## src/rtl/seq_detector_param.sv

```systemverilog
// seq_detector_param: run-time programmable serial pattern detector.
// Pattern, length and overlap mode are latched on cfg_load; din is shifted
// into a history register when din_valid is high. seq_detected is a
// registered one-cycle pulse on the edge that samples the final pattern bit.
// Optional feature macro: SEQ_DET_COUNT_EN -- when defined, match_count is a
// saturating count of detections; otherwise match_count is tied to 0.
module seq_detector_param #(
  parameter int MAX_LEN = 8,
  parameter int LEN_W   = 4,
  parameter int CNT_W   = 8
) (
  input  logic               clk,
  input  logic               reset,
  input  logic               din_valid,
  input  logic               din,
  input  logic               cfg_load,
  input  logic [MAX_LEN-1:0] pattern,
  input  logic [LEN_W-1:0]   pat_len,
  input  logic               overlap_mode,
  output logic               seq_detected,
  output logic [CNT_W-1:0]   match_count
);

  localparam logic [LEN_W-1:0] MAX_LEN_L = LEN_W'(MAX_LEN);
  localparam logic [LEN_W-1:0] MIN_LEN_L = LEN_W'(2);

  logic [MAX_LEN-1:0] cfg_pat_q, cfg_pat_d;
  logic [LEN_W-1:0]   cfg_len_q, cfg_len_d;
  logic               cfg_ovl_q, cfg_ovl_d;
  logic [MAX_LEN-1:0] history_q, history_d;
  logic [LEN_W-1:0]   fill_q, fill_d;
  logic               det_q, det_d;
  logic [MAX_LEN-1:0] len_mask;
  logic               match;

  // Configuration latch, history shift and match evaluation on the updated history.
  always_comb begin
    cfg_pat_d = cfg_pat_q;
    cfg_len_d = cfg_len_q;
    cfg_ovl_d = cfg_ovl_q;
    history_d = history_q;
    fill_d    = fill_q;
    det_d     = 1'b0;
    match     = 1'b0;
    len_mask  = '0;
    for (int i = 0; i < MAX_LEN; i++) len_mask[i] = (i < int'(cfg_len_q));
    if (cfg_load) begin
      // Loading discards partial history, so no match can complete this edge.
      cfg_pat_d = pattern;
      cfg_len_d = (pat_len > MAX_LEN_L) ? MAX_LEN_L : pat_len;
      cfg_ovl_d = overlap_mode;
      history_d = '0;
      fill_d    = '0;
    end else if (din_valid) begin
      history_d = {history_q[MAX_LEN-2:0], din};
      fill_d    = (fill_q >= MAX_LEN_L) ? MAX_LEN_L : fill_q + 1'b1;
      // Lengths 0 and 1 leave the detector disabled.
      match = (cfg_len_q >= MIN_LEN_L) && (fill_d >= cfg_len_q) &&
              (((history_d ^ cfg_pat_q) & len_mask) == '0);
      if (match) begin
        det_d = 1'b1;
        // Non-overlapping: the next match needs a full set of fresh bits.
        if (!cfg_ovl_q) fill_d = '0;
      end
    end
  end

  // State registers with synchronous reset taking priority over everything.
  always_ff @(posedge clk) begin
    if (reset) begin
      cfg_pat_q <= '0;
      cfg_len_q <= '0;
      cfg_ovl_q <= 1'b0;
      history_q <= '0;
      fill_q    <= '0;
      det_q     <= 1'b0;
    end else begin
      cfg_pat_q <= cfg_pat_d;
      cfg_len_q <= cfg_len_d;
      cfg_ovl_q <= cfg_ovl_d;
      history_q <= history_d;
      fill_q    <= fill_d;
      det_q     <= det_d;
    end
  end

  assign seq_detected = det_q;

`ifdef SEQ_DET_COUNT_EN
  logic [CNT_W-1:0] cnt_q, cnt_d;

  // Saturating detection counter; holds at all-ones.
  always_comb begin
    cnt_d = cnt_q;
    if (match && (cnt_q != '1)) cnt_d = cnt_q + 1'b1;
  end

  // Counter register.
  always_ff @(posedge clk) begin
    if (reset) cnt_q <= '0;
    else       cnt_q <= cnt_d;
  end

  assign match_count = cnt_q;
`else
  assign match_count = '0;
`endif

endmodule

```

## config.mk

```make
export PLATFORM = sky130hd
export DESIGN_NAME = seq_detector_param
export DESIGN_NICKNAME = d
export VERILOG_FILES = /design/src/rtl/seq_detector_param.sv
export SDC_FILE = /design/constraint.sdc
export NUM_CORES = 1
export LEC_CHECK = 0
export ABC_AREA = 1
export BUFFER_PORTS_ARGS = -buffer_cell sky130_fd_sc_hd__buf_2
export CAP_MARGIN = 20
export CORE_ASPECT_RATIO = 0.5
export CORE_MARGIN = 3
export CORE_UTILIZATION = 30
export DETAILED_ROUTE_END_ITERATION = 7
export PLACE_DENSITY = 0.6
export SLEW_MARGIN = 30
export SYNTH_ARGS = -nofsm -noshare
export SYNTH_HDL_FRONTEND = slang
export SYNTH_SLANG_ARGS = --single-unit
```

## constraint.sdc

```tcl
create_clock -name clk -period 2.2 [get_ports clk]
set_input_delay 0.44 -clock clk [delete_from_list [all_inputs] [get_ports clk]]
set_output_delay 0.44 -clock clk [all_outputs]
set_load 0.1 [all_outputs]
```

==> flow_metrics.tcl, run 1 <==
set metrics [dict create \
    syn_area_mm2 0.001308 \
    drive_gt1_frac 0.1716 \
    status "finished clean" \
    grt_start_max_net_pins 16 \
    overflow 0 \
    rsz0062_at_grt "no" \
    core_mm2 0.004044 \
    critical_path_arrival_ps 1810 \
    start_util 0.3233 \
    die-area_mm2 0.005235 \
    final_cells 258 \
    cap_violations 0 \
    comb_power_share 0.193 \
    fin_crit_ps 1612 \
    rr_startpoint "fill_q[1]" \
    finalMaxSlewViolations 0 \
    track_usage 0.1169 \
    worstHoldStart "reset" \
    synth_top_area_share 0.3828 \
    cts_made_buffers 3 \
    postLayoutCoreUtil 0.3626 \
    hold_viol 0 \
    clockBufferDepth 2 \
    wl_per_cell_um 10.40 \
    antennaDiodeCount 0 \
    finClkSkew_ps 3.344 \
    yosys_warnings 0 \
    synth_sequential_area_ratio 0.3828 \
    fin_tns_setup_ps 0 \
    cp.required_ps 2400 \
    whs_ps 359.6 \
    vias 1128 \
    cp_cell_sequence "inv_1 -> o31ai_1 -> ha_1 -> inv_1 -> a21oi_1 -> nand2_1 -> nand2_2 -> nand4_4 -> nand2_1 -> a21oi_1" \
    synthDistinctLibCells 30 \
    antenna_left 0 \
    synth_top_area_cell "dfxtp_1" \
    ir_drop_uv 238.1 \
    ys.flop_type "dfxtp_1" \
    port_buffers 18 \
    criticalPathCategory "reg2reg" \
    p_leak_nw 0.6474 \
    path_clk_slew_ps 80 \
    crit_path_start "fill_q[1]" \
    grt_pass1_vias 1098 \
    nNetsFinal 227 \
    synth_seq_cells 25 \
    viasPerCell 4.372 \
    intPower_w 0.0006471 \
    dp_hpwl_mm 2.045 \
    cts.htree.levels 1 \
    drt_wl_total_mm 2.683 \
    end_kind "flip-flop" \
    clk_root_buffer_cell "clkbuf_8" \
    synth-async-reset-ratio 0 \
    syn_area_per_cell_um2 6.992 \
    first_iter_violations 26 \
    setup_viol 0 \
    die_y_um 52.68 \
    die_w_um 99.37 \
    drc 0 \
    cp_max_fo 4 \
    cts_resized 0 \
    post-place-cells 254 \
    rows 16 \
    p_per_area_mw_per_mm2 642.9 \
    power.share.switching 0.3136 \
    clock.fmax_ghz 0.6202 \
    postCtsSetupRepairBufs 0 \
    clock_latency_ps 270 \
    dr.pass1.iters 4 \
    cts_hold_buf 0 \
    holdCritPathClass "in2reg" \
    cts_tree "done" \
    cp_slowest_stage_delay_ps 380 \
    layout_worst_path_cycle_share 0.7329 \
    gp_congestion 0.7640 \
    synthCells 187 \
    synth-edff-count 0 \
    crit_slowest_cell "dfxtp_1" \
    finalPower_w 0.0009427 \
    synth_area_leaders "dfxtp_1 38%, nand2_1 14%, inv_1 6.3%" \
    area_growth_syn_to_layout_pct 12.15 \
    cts.sinks 25 \
    grt_pass1_wl_mm 4.885 \
    fill_cells 437 \
    power_frac_clock 0.292 \
    start_kind "flip-flop" \
    switching_power_w 0.0002956 \
    antenna_found_initial 0 \
    ios 27 \
    p_seq_frac 0.514 \
]
metrics by stage:
| stage | area [µm²] | setup WS, ps |
|---|---|---|
| 3_5_place_dp | 1418 | 614.0 |
| 5_1_grt | 1466 | 387.9 |
| 2_1_floorplan | 1334 | 755.9 |
| 3_3_place_gp | 1418 | 673.4 |
| 6_report | 1466 | 587.6 |
| 4_1_cts | 1466 | 579.6 |
path summary, 6_finish.rpt:
check        slack [ps]  cells after the start           end
min                 360                      2  cfg_len_q[3]
max                 590                     10     fill_q[0]
min reg2reg         470                      2  cfg_pat_q[2]
max reg2reg         590                     10     fill_q[0]
routing by layer:
metal	share of wire	track usage	wire length, µm
met5	0	0	0
met4	0	0.02948	0
met3	0.034	0.03453	92
met2	0.48	0.2067	1281
met1	0.49	0.1408	1308
Yosys cell counts, types with 2 or more instances:
cell,count
nand2_1,50
nand3_1,14
nand2_2,3
o21ai_0,12
dfxtp_1,25
inv_1,22
a21oi_1,11
clkbuf_1,2
buf_4,8
inv_2,4
o22ai_1,2
buf_2,2
nor2_1,10
ha_1,4
xnor2_1,3
area by class of cell:
class	count	area (µm²)	share of cell area
Tap cell	54	67.56	0.04607
Inverter	27	101.3	0.06911
Multi-Input combinational cell	129	650.6	0.4437
Clock inverter	1	7.507	0.005119
Sequential cell	25	500.5	0.3413
Timing Repair Buffer	19	97.59	0.06655
Clock buffer	3	41.29	0.02816
layout by cell type, fill, tap and decap left out, types with 8 or more instances in the layout:
master and n:
buf_2 18, a21oi_1 11, nand3_1 14, o21ai_0 12, nor2_1 10, inv_1 22
dfxtp_1 25, nand2_1 50, conb_1 8
power by group through the flow:
stage / sequential, W / clock (W) / combinational, W
after floorplan: 0.000494 / 0 / 0.000158
after global placement: 0.000495 / 0 / 0.000181
after detailed placement: 0.000496 / 0 / 0.000183
after CTS: 0.000485 / 0.000286 / 0.000184
after global routing: 0.000488 / 0.000308 / 0.000203
final: 0.000485 / 0.000275 / 0.000182
flip-flops by register name, summed over array words and instances (netlist names):
name,flops
cfg_ovl_q,1
seq_detected,1
cfg_len_q,4
fill_q,4
cfg_pat_q,8
history_q,7
logic make-up (layout without fill, tap and decap cells):
| kind of cell | after synthesis | count (layout) | share of synthesized area |
|---|---|---|---|
| buffers and inverters | 40 | 50 | 0.1397 |
| adders and majority gates | 4 | 4 | 0.03828 |
| xor gates and xnor gates | 3 | 3 | 0.02010 |
| AOI/OAI and AO/OA | 32 | 32 | 0.1378 |
| and+or+nand+nor | 82 | 82 | 0.2785 |
| other | 1 | 8 | 0.002868 |
| DFF | 25 | 25 | 0.3828 |
critical path, delay by kind of cell, from the launching register on:
family	cells	cell delay, ps
compound gates	3	460
simple gates	4	290
buf+inv	2	120
flops	1	380
fa+ha+maj	1	290
No activity file was read; power rests on OpenSTA's default activity.
==> run 2: changes to the inputs <==
clock period = 1.6 ns   (was 2.2 ns; I/O delays follow)
==> flow_metrics.tcl, run 2 (synthesized netlist as in run 1, its figures left out) <==
set metrics [dict create \
    status "finished clean" \
    largest_reg_flops 8 \
    cp_cell_sequence "inv_6 -> ha_4 -> nand2_2 -> o21ai_1 -> nand2_1 -> nand2_1 -> nand2_1 -> nand2_2 -> nand4_4 -> o21bai_1 -> inv_1" \
    cts.sinks 25 \
    clockBufferDepth 2 \
    cp.required_ps 1770 \
    rsz0062_at_grt "yes" \
    layout_worst_path_cycle_share 0.9699 \
    antenna_left 0 \
    worstRegToRegCells 11 \
    final_common_cell "nand2_1" \
    crit_top_cell "nand2_1" \
    whs_ps 242.4 \
    top_regs "cfg_pat_q (8), history_q (7)" \
    ir_drop_uv 239.8 \
    overflow 0 \
    setup_viol 0 \
    wl_per_cell_um 10.70 \
    holdCritPathClass "in2reg" \
    fin_crit_ps 1552 \
    start_util 0.3233 \
    criticalPathCategory "reg2reg" \
    hold_viol 0 \
    viasPerCell 4.439 \
    rr_startpoint "fill_q[0]" \
    die-area_mm2 0.005235 \
    grt_start_max_net_pins 15 \
    drt_wl_total_mm 2.803 \
    whs_path_depth 2 \
    layout_common_cells "48 x nand2_1, 21 x dfxtp_1, 20 x inv_1" \
    met2WireLength_mm 1.305 \
    vias 1163 \
    p_per_area_mw_per_mm2 829.6 \
    top_layer "met4" \
    end_kind "flip-flop" \
    drive_gt1_frac 0.2596 \
    cp_slowest_stage_delay_ps 380 \
    path_clk_slew_ps 80 \
    crit_slowest_cell "dfxtp_4" \
    finalPower_w 0.001305 \
    rows 16 \
    first_iter_violations 35 \
    critical_path_arrival_ps 1720 \
    ios 27 \
    core_mm2 0.004044 \
    area_growth_syn_to_layout_pct 20.29 \
    die_y_um 52.68 \
    max_flop_register "cfg_pat_q" \
    cts.htree.levels 1 \
    dp_hpwl_mm 2.041 \
    cp_max_fo 4 \
    gp_congestion 0.8037 \
    cts_hold_buf 0 \
    cts_tree "done" \
    crit_path_start "fill_q[0]" \
    grt_pass1_vias 1055 \
    nNetsFinal 231 \
    p_leak_nw 0.6787 \
    finalMaxSlewViolations 0 \
    clock.fmax_ghz 0.6444 \
    grt_pass1_wl_mm 4.547 \
    clk_root_buffer_cell "clkbuf_8" \
    dr.pass1.iters 6 \
    track_usage 0.1097 \
    postLayoutCoreUtil 0.3889 \
    drc 0 \
    port_buffers 18 \
    met3_length_um 109 \
    worstHoldStart "reset" \
    cap_violations 0 \
    wl_met1_mm 1.364 \
    antenna_found_initial 0 \
    clock_latency_ps 270 \
    die_w_um 99.37 \
    setup_ws_ps 48.12 \
    antennaDiodeCount 0 \
    place_worst_setup_slack_ps -0.8951 \
    finClkSkew_ps 4.543 \
    start_kind "flip-flop" \
    cts_made_buffers 3 \
]
[run 2: cell count changes in the layout (fill, tap and decap cells not counted), moves of 3 or more]
| cell | delta |
|---|---|
| buf_4 | +4 |
| dfxtp_2 | +3 |
| a21oi_2 | +4 |
| dfxtp_1 | -4 |
| a21oi_1 | -4 |
[run 2: power breakdown]
| group | internal, W | total (W) | switching [W] |
|---|---|---|---|
| clock | 0.000174 | 0.000375 | 0.000200 |
| sequential | 0.000647 | 0.000667 | 0.0000197 |
| combinational | 0.0000719 | 0.000263 | 0.000191 |
[run 2: area by class of cell]
class / instances / area, µm²
inverters: 27 / 108.9
multi-input cells: 129 / 714.4
repair buffers: 23 / 127.6
clock buffers: 3 / 41.29
well taps: 54 / 67.56
flip-flops and latches: 25 / 508.0
fillers: 409 / 2471
clock inverters: 1 / 5.005
[run 2: per-stage QoR]
step	setup TNS, ps	cell area (µm²)	std cells
2_1_floorplan	0	1334	194
3_3_place_gp	0	1425	255
3_5_place_dp	-0.8951	1425	255
4_1_cts	0	1476	259
5_1_grt	-196.9	1573	262
6_report	0	1573	262
[run 2: timing repair]
action,in CTS,in global routing
pin swaps,0,8
buffers inserted,0,3
gates resized for setup,1,20
setup endpoints to repair,4,5
[run 2: routing by layer]
layer,vias up,GRT usage
met3,4,0.02789
li1,617,-
met2,20,0.1978
met5,-,0
met4,0,0.02948
met1,522,0.1315
[run 2: worst max-delay path, delay by kind of cell, from the launching register on]
kind,cells,cell delay [ps]
and+or+nand+nor,6,450
AOI/OAI and AO/OA,2,270
DFF,1,380
adders and majority gates,1,250
buffers and inverters,2,100
[run 2: path summary, 6_finish.rpt]
| path | end | slack [ps] |
|---|---|---|
| max | fill_q[3] | 50 |
| min | cfg_len_q[3] | 240 |
| max reg2reg | fill_q[3] | 50 |
| min reg2reg | cfg_pat_q[0] | 470 |
==> run 3: changes to the inputs <==
HOLD_SLACK_MARGIN = 0.06   (was default)
PLACE_DENSITY = default   (was 0.6)
PLACE_DENSITY_LB_ADDON = 0.12   (was default)
==> flow_metrics.tcl, run 3 (synthesized netlist as in run 1, its figures left out) <==
set metrics [dict create \
    clk_root_buffer_cell "clkbuf_8" \
    path_clk_slew_ps 90 \
    die_y_um 52.68 \
    die_w_um 99.37 \
    ios 27 \
    drt_wl_total_mm 2.902 \
    whs_path_depth 2 \
    post-place-cells 255 \
    cap_violations 0 \
    track_usage 0.1212 \
    fin_crit_ps 1538 \
    cp_slowest_stage_delay_ps 370 \
    final_common_cell "nand2_1" \
    place_worst_setup_slack_ps -36.73 \
    gp_congestion 0.7613 \
    antennaDiodeCount 0 \
    crit_slowest_cell "dfxtp_4" \
    p_leak_nw 0.6556 \
    worstRegToRegCells 10 \
    max_flop_register "cfg_pat_q" \
    power.share.switching 0.3205 \
    grt_pass1_wl_mm 4.899 \
    rr_startpoint "fill_q[0]" \
    clock_latency_ps 270 \
    grt_pass1_vias 1065 \
    rsz0062_at_grt "yes" \
    first_iter_violations 33 \
    top_regs "cfg_pat_q (8), history_q (7)" \
    cts.htree.levels 1 \
    die-area_mm2 0.005235 \
    antenna_found_initial 0 \
    worstHoldStart "reset" \
    p_per_area_mw_per_mm2 870.3 \
    port_buffers 18 \
    ir_drop_uv 330.0 \
    overflow 0 \
    final_cells 259 \
    cp.required_ps 1770 \
    end_kind "flip-flop" \
    start_util 0.3233 \
    clockBufferDepth 2 \
    drive_gt1_frac 0.2293 \
    dp_hpwl_mm 2.160 \
    hold_end "cfg_len_q[3]" \
    drc 0 \
    core_mm2 0.004044 \
    critical_path_arrival_ps 1710 \
    holdCritPathClass "in2reg" \
    p_seq_frac 0.507 \
    power_frac_clock 0.296 \
    setup_viol 0 \
    setup_ws_ps 62.39 \
    vias 1138 \
    rows 16 \
    finClkSkew_ps 3.040 \
    cts.sinks 25 \
    rrSetupSlack_ps 60 \
    clock.fmax_ghz 0.6504 \
    viasPerCell 4.394 \
    start_kind "flip-flop" \
    wl_per_cell_um 11.20 \
    dr.pass1.iters 3 \
    comb_power_share 0.197 \
    fin_tns_setup_ps 0 \
    status "finished clean" \
    switching_power_w 0.0004213 \
    grt_start_max_net_pins 16 \
    fill_cells 455 \
    antenna_left 0 \
    r2r-end "fill_q[3]" \
    hold_viol 0 \
    nNetsFinal 228 \
    cp_max_fo 4 \
    layout_common_cells "49 x nand2_1, 22 x dfxtp_1, 19 x inv_1" \
    finalMaxSlewViolations 0 \
    postCtsSetupRepairBufs 0 \
    layout_worst_path_cycle_share 0.9610 \
    criticalPathCategory "reg2reg" \
    area_growth_syn_to_layout_pct 15.50 \
    largest_reg_flops 8 \
    cp_cell_sequence "inv_4 -> o31ai_4 -> ha_1 -> inv_2 -> a21oi_2 -> nand2_1 -> nand2_2 -> nand4_4 -> o21bai_1 -> inv_1" \
    cts_made_buffers 3 \
    cts_tree "done" \
    intPower_w 0.0008930 \
]
[run 3: cell count changes in the layout (fill, tap and decap cells not counted)]
cell and change:
nand2_4 -1, clkinv_2 -1, dfxtp_1 +1, buf_4 -3, inv_2 +2, a21oi_2 -1
nand2_1 +1, clkinvlp_4 +1, ha_1 +2, a21oi_1 +1, inv_6 -1, ha_4 -2
dfxtp_2 -1, inv_1 -1
[run 3: worst max-delay path by stage]
stage,from,end,slack (ps)
floorplan,fill_q[1],fill_q[3],160
global placement,fill_q[0],fill_q[3],60
detailed placement,fill_q[1],fill_q[1],-40
CTS,fill_q[1],fill_q[3],10
global route,fill_q[0],fill_q[3],-70
finish,fill_q[0],fill_q[3],60
[run 3: worst max-delay path: cells and delay by family (launching register included)]
kind / cells / cell delay (ps)
compound gates: 3 / 500
flops: 1 / 370
simple gates: 3 / 240
fa+ha+maj: 1 / 190
buf+inv: 3 / 140
[run 3: final cells by class]
cell class                      instances  area [µm²]  area share
Timing Repair Buffer                   20       105.1     0.06959
Sequential cell                        25       506.7      0.3355
Multi-Input combinational cell        129       678.2      0.4490
Inverter                               27       103.9     0.06877
Tap cell                               54       67.56     0.04474
Clock inverter                          1       7.507    0.004971
Clock buffer                            3       41.29     0.02734
[run 3: timing repair]
action | in CTS | in global routing
gates resized for setup | 3 | 11
pin swaps | 0 | 2
endpoints found under the setup margin | 4 | 5
endpoints found under the hold margin | 0 | 0
hold buffers | 0 | 0
[run 3: through the flow]
stage / power, W / util / cell area, µm² / hold slack [ps]
final: 0.001314 / 0.3735 / 1510 / 233.3
after global routing: 0.001385 / 0.3735 / 1510 / 232.0
after CTS: 0.001335 / 0.3679 / 1488 / 223.5
after detailed placement: 0.0009375 / 0.3524 / 1425 / 453.8
after global placement: 0.0009370 / 0.3524 / 1425 / 451.5
after floorplan: 0.0008957 / - / 1334 / 398.5
[run 3: metal layers]
| layer | GRT usage | wire (µm) | vias to the layer above |
|---|---|---|---|
| met5 | 0 | 0 | - |
| met2 | 0.2044 | 1262 | 18 |
| met3 | 0.03187 | 94 | 2 |
| li1 | - | - | 611 |
| met4 | 0.03401 | 16 | 0 |
| met1 | 0.1542 | 1529 | 507 |
[run 3: power groups by stage]
stage	clock (W)	combinational, W	sequential [W]
2_1_floorplan	0	0.000217	0.000679
3_3_place_gp	0	0.000257	0.000680
3_5_place_dp	0	0.000257	0.000681
4_1_cts	0.000410	0.000259	0.000666
5_1_grt	0.000428	0.000287	0.000670
6_report	0.000389	0.000259	0.000666
